--- config.mk ---
export PLATFORM = sky130hd
export DESIGN_NAME = neuron_layer
export DESIGN_NICKNAME = d
export VERILOG_FILES = /design/src/rtl/neuron_layer.sv
export SDC_FILE = /design/constraint.sdc
export NUM_CORES = 1
export LEC_CHECK = 0
export BUFFER_PORTS_ARGS = -buffer_cell sky130_fd_sc_hd__buf_2
export CORE_MARGIN = 2
export CORE_UTILIZATION = 44
export DETAILED_ROUTE_END_ITERATION = 6
export PLACE_DENSITY = 0.8
export SKIP_CTS_REPAIR_TIMING = 1
export SLEW_MARGIN = 15
export SYNTH_ARGS = -nofsm -noshare
export SYNTH_HDL_FRONTEND = slang
export SYNTH_SLANG_ARGS = --single-unit
--- constraint.sdc ---
create_clock -name clk -period 0.8 [get_ports clk]
set_input_delay 0.04 -clock clk [delete_from_list [all_inputs] [get_ports clk]]
set_output_delay 0.04 -clock clk [all_outputs]
set_load 0.02 [all_outputs]
--- src/rtl/neuron_layer.sv ---
// Register file holding every neuron value of one fully-connected layer.
// One addressed write per clock; all neurons exposed in parallel, neuron 0 in the MSBs.
module neuron_layer #(
    parameter int SIZE     = 16,
    parameter int LAYER_SZ = 2
) (
    input  logic                     clk,
    input  logic                     reset,
    input  logic                     load_en,
    input  logic [SIZE-1:0]          load_value,
    input  logic [SIZE-1:0]          load_address,
    output logic [LAYER_SZ*SIZE-1:0] values
);

    logic [SIZE-1:0] neuron_q [LAYER_SZ];
    logic [SIZE-1:0] neuron_d [LAYER_SZ];

    // Next-state: only the neuron whose index equals the address is written,
    // so out-of-range addresses match nothing and the write is dropped.
    always_comb begin
        for (int k = 0; k < LAYER_SZ; k++) begin
            if (load_en && (load_address == SIZE'(k))) begin
                neuron_d[k] = load_value;
            end else begin
                neuron_d[k] = neuron_q[k];
            end
        end
    end

    // Neuron storage with asynchronous clear.
    always_ff @(posedge clk or negedge reset) begin
        if (!reset) begin
            for (int k = 0; k < LAYER_SZ; k++) begin
                neuron_q[k] <= {SIZE{1'b0}};
            end
        end else begin
            for (int k = 0; k < LAYER_SZ; k++) begin
                neuron_q[k] <= neuron_d[k];
            end
        end
    end

    // Pack registers onto the output bus, neuron 0 in the most-significant slot.
    always_comb begin
        values = {(LAYER_SZ*SIZE){1'b0}};
        for (int k = 0; k < LAYER_SZ; k++) begin
            values[(LAYER_SZ-k)*SIZE-1 -: SIZE] = neuron_q[k];
        end
    end

endmodule

* Word-level counts from Yosys, hierarchy flattened *
Index checks and enable logic that the tools add are counted.

operators by class
  add/sub/neg operators = 0
  multiply operators = 0
  div/mod/pow operators = 0
  order comparisons = 0
  eq/ne operators = 1
  shifts and indexed selects = 0
  mux-type cells = 0
  bitwise gates (word level) = 0
  reductions and logical operators = 3

operator list
  kind                 count
  $eq 16x1->1 const B  1
  $logic_not 16->1     1
  $logic_and 1x1->1    2

word-level totals
  register bits = 32
  latch bits = 0
  RAM bits = 0
  bits in read-only memories = 0
  logic and storage cells = 6
  memories = 0

* Logic depth before layout (Yosys ltp) *
  word-level depth = 2
  gate-level depth with buffers = 6
  depth with buffers taken out = 4

* Least setup slack after synthesis *
No wires, ideal clock.

  path kind = input-to-reg
  start point = input load_address[15]
  end point = register neuron_q, in the netlist values[10]
  arrival = 1.209 ns
  data required time = 0.675 ns
  path slack = -0.534 ns
  cell stages on the path = 6
  path through = nor4b_2 nand4_1 or2_1 buf_6 buf_12 mux2_4

between the ends
  word-level cells in the longest chain between the ends = 2

ends and longest elaborated chain
  what                            line  RTL
  start: declaration              11    input logic [SIZE-1:0] load_address,
  $eq 16x1->1                     22    if (load_en && (load_address == SIZE'(k))) begin
  $logic_and 1x1->1               22
  end signal: indexed assignment  34    neuron_q[k] <= {SIZE{1'b0}};
  end signal: indexed assignment  38    neuron_q[k] <= neuron_d[k];
  end: declaration                15    logic [SIZE-1:0] neuron_q [LAYER_SZ];

No other way between the ends.
A chain may end at the register's enable or synchronous reset.

* Final worst setup path *
  start point = input load_address[15]
  end point = register neuron_q, in the netlist values[17]

between the ends
  word-level cells in the longest chain between the ends = 2

ends and longest elaborated chain
  what               line
  $logic_not 16->1   22
  $logic_and 1x1->1  22

No other way between the ends.

==> results.py <==
metrics = {
    "timing": {
        "post-route-period-util": 1.49,
        "hold_violations": 0,
        "rsz0062_at_grt": "yes",
        "setup_viol": 64,
        "clock_skew_ns": 0,
        "finalSetupTns_ns": -14.22,
        "setup_slack_ns": -0.390,
        "whs_ns": 0.199,
        "tightest_slew_ns": 0.230,
        "max-slew-margin-rel": 0.846,
        "max_freq_ghz": 0.840,
        "period_minus_slack_ns": 1.19,
        "drv_slew": 0,
    },
    "route": {
        "drt-initial-drc-count": 27,
        "dr.pass1.iters": 7,
        "vias": 1100,
        "remaining_drc_errors": 4,
        "ant_nets": 0,
        "via_per_inst": 5.02,
        "routedWlPerCell_um": 19.6,
        "postRouteWirelength_um": 4300,
    },
    "placed_design": {
        "numPlacedInstances": 174,
        "dpl.hpwl_um": 2020,
        "gp_congestion": 0.766,
        "io_buffers": 66,
    },
    "clock_network": {
        "insertion_delay_ns": 0.32,
        "cts_inserted_buffers": 5,
        "cts_root_buf": "clkbuf_4",
        "path_clk_slew_ns": 0.10,
        "cts.sink_count": 32,
        "htreeDepth": 2,
        "cts_tree": "built",
        "clock_path_buffers": 2,
    },
    "yosys": {
        "synth_mux_area_frac": 0.303,
        "synth_fa_ha_area_frac": 0,
        "synth_simple_gate_area_frac": 0.0543,
        "yosys_register_bits": 32,
        "synth.cell_area_um2": 1310,
        "ys_warn_count": 0,
        "syn_nets": 110,
        "synth_compound_area_frac": 0,
        "synth_top_area_cell": "dfrtp_1",
        "ys_seq_area_frac": 0.610,
        "synth_top_family_by_area": "multiplexers",
        "synth_xor_area_frac": 0,
        "yosys.area.top_type_share": 0.610,
        "netlist_instances": 75,
        "avgSynthCellArea_um2": 17.5,
        "yosys.cell_types.count": 12,
        "synthTopCellsByArea": "dfrtp_1, mux2_2, mux2_4, nor4_2, buf_12",
    },
    "floorplanning": {
        "die-area_um2": 3440,
        "initial_core_util": 0.468,
        "die_y_um": 58.6,
        "core_area_um2": 2810,
        "rows": 19,
        "die_x_um": 58.6,
        "ios": 67,
    },
    "worst_setup_path": {
        "reg2reg_to": "values[5]",
        "crit_arrival_ns": 1.40,
        "crit_type": "in2reg",
        "rr_worst_depth": 2,
        "cp-end-kind": "register",
        "cp-start-kind": "primary input",
        "rrSetupSlack_ns": -0.14,
        "cp_max_fo": 7,
        "r2r-start": "values[5]",
        "required_ns": 1.01,
    },
    "outcome": {
        "violations": "DRC, setup timing",
        "status": "finished, violations left",
    },
    "grt": {
        "grt_max_degree": 33,
        "grt_pass1_wl_um": 4120,
        "grt-ovfl-total": 0,
        "grt_pass1_vias": 921,
        "grt_use_total": 0.167,
        "antenna_found_initial": 0,
    },
    "cells_and_area": {
        "syn2layout_area_growth_pct": 84.6,
        "drive_above_1_share": 0.713,
        "instances_no_fill": 219,
        "nets": 222,
        "final_util": 0.864,
        "most-common-layout-cells": "buf_6, dfrtp_1, buf_2, mux2_4, buf_4",
        "largest_reg_flops": 32,
        "final_common_cell": "buf_6",
        "n_antenna_cell": 0,
    },
    "power": {
        "p_leak_nw": 1.29,
        "ir_drop_v": 0.00125,
        "power_density_nw_per_um2": 1180,
    },
    "hold_path": {
        "min_path_type": "in2async",
    },
    "run": {
        "drv_cap": 0,
    },
}
synth_stat cells, drive strengths merged:
master,number
dfrtp,32
mux2,32
buf,3
nor4,3
inv,1
nand4,1
nor2,1
nor4b,1
or2,1
layout make-up:
cell class | count | area, um2
well taps | 31 | 38.8
flip-flops and latches | 32 | 801
multi-input cells | 39 | 561
clock buffers | 8 | 58.8
fillers | 128 | 383
repair buffers | 108 | 960
inverters | 1 | 3.75
worst max-delay path: stages:
cell and delay (ns):
buf_2 0.10, nor4b_2 0.28, nand4_1 0.16, buf_4 0.17
nor2_4 0.16, buf_8 0.17, mux2_4 0.31
how the worst max path moves through the flow:
| stage | start | end | slack, ns | cells after the start |
|---|---|---|---|---|
| floorplan | load_address[11] | values[10] | -0.53 | 6 |
| global route | load_address[15] | values[17] | -0.37 | 7 |
| global placement | load_address[1] | values[22] | -0.62 | 7 |
| detailed placement | load_address[11] | values[17] | -0.66 | 7 |
| finish | load_address[15] | values[17] | -0.39 | 7 |
| CTS | load_address[11] | values[22] | -0.30 | 7 |
through the flow:
| step | area (um2) | setup slack (ns) | total power, mW |
|---|---|---|---|
| 2_1_floorplan | 1340 | -0.531 | 1.66 |
| 3_3_place_gp | 1730 | -0.625 | 1.81 |
| 3_5_place_dp | 1730 | -0.660 | 1.82 |
| 4_1_cts | 1790 | -0.304 | 2.75 |
| 5_1_grt | 2420 | -0.370 | 2.99 |
| 6_report | 2420 | -0.390 | 2.85 |
kinds of logic (layout without fill, tap and decap cells):
kind of cell / count (synthesis) / count (layout)
buffers and inverters: 4 / 117
AND/OR/NAND/NOR: 7 / 7
flip-flops: 32 / 32
multiplexers: 32 / 32
report_power, final:
group	internal, mW	leakage, nW	switching, mW	total (mW)
Sequential	1.62	0.447	0.000478	1.62
Clock	0.434	0.0326	0.535	0.969
Combinational	0.154	0.812	0.111	0.265
Total	2.20	1.29	0.647	2.85
metal layers:
| layer | part of all wire | GRT usage | vias up |
|---|---|---|---|
| met5 | 0 | 0 | - |
| met1 | 0.39 | 0.191 | 538 |
| met2 | 0.52 | 0.270 | 56 |
| li1 | - | - | 494 |
| met4 | 0.025 | 0.0877 | 0 |
| met3 | 0.060 | 0.0681 | 12 |
No activity file was read; power rests on OpenSTA's default activity.
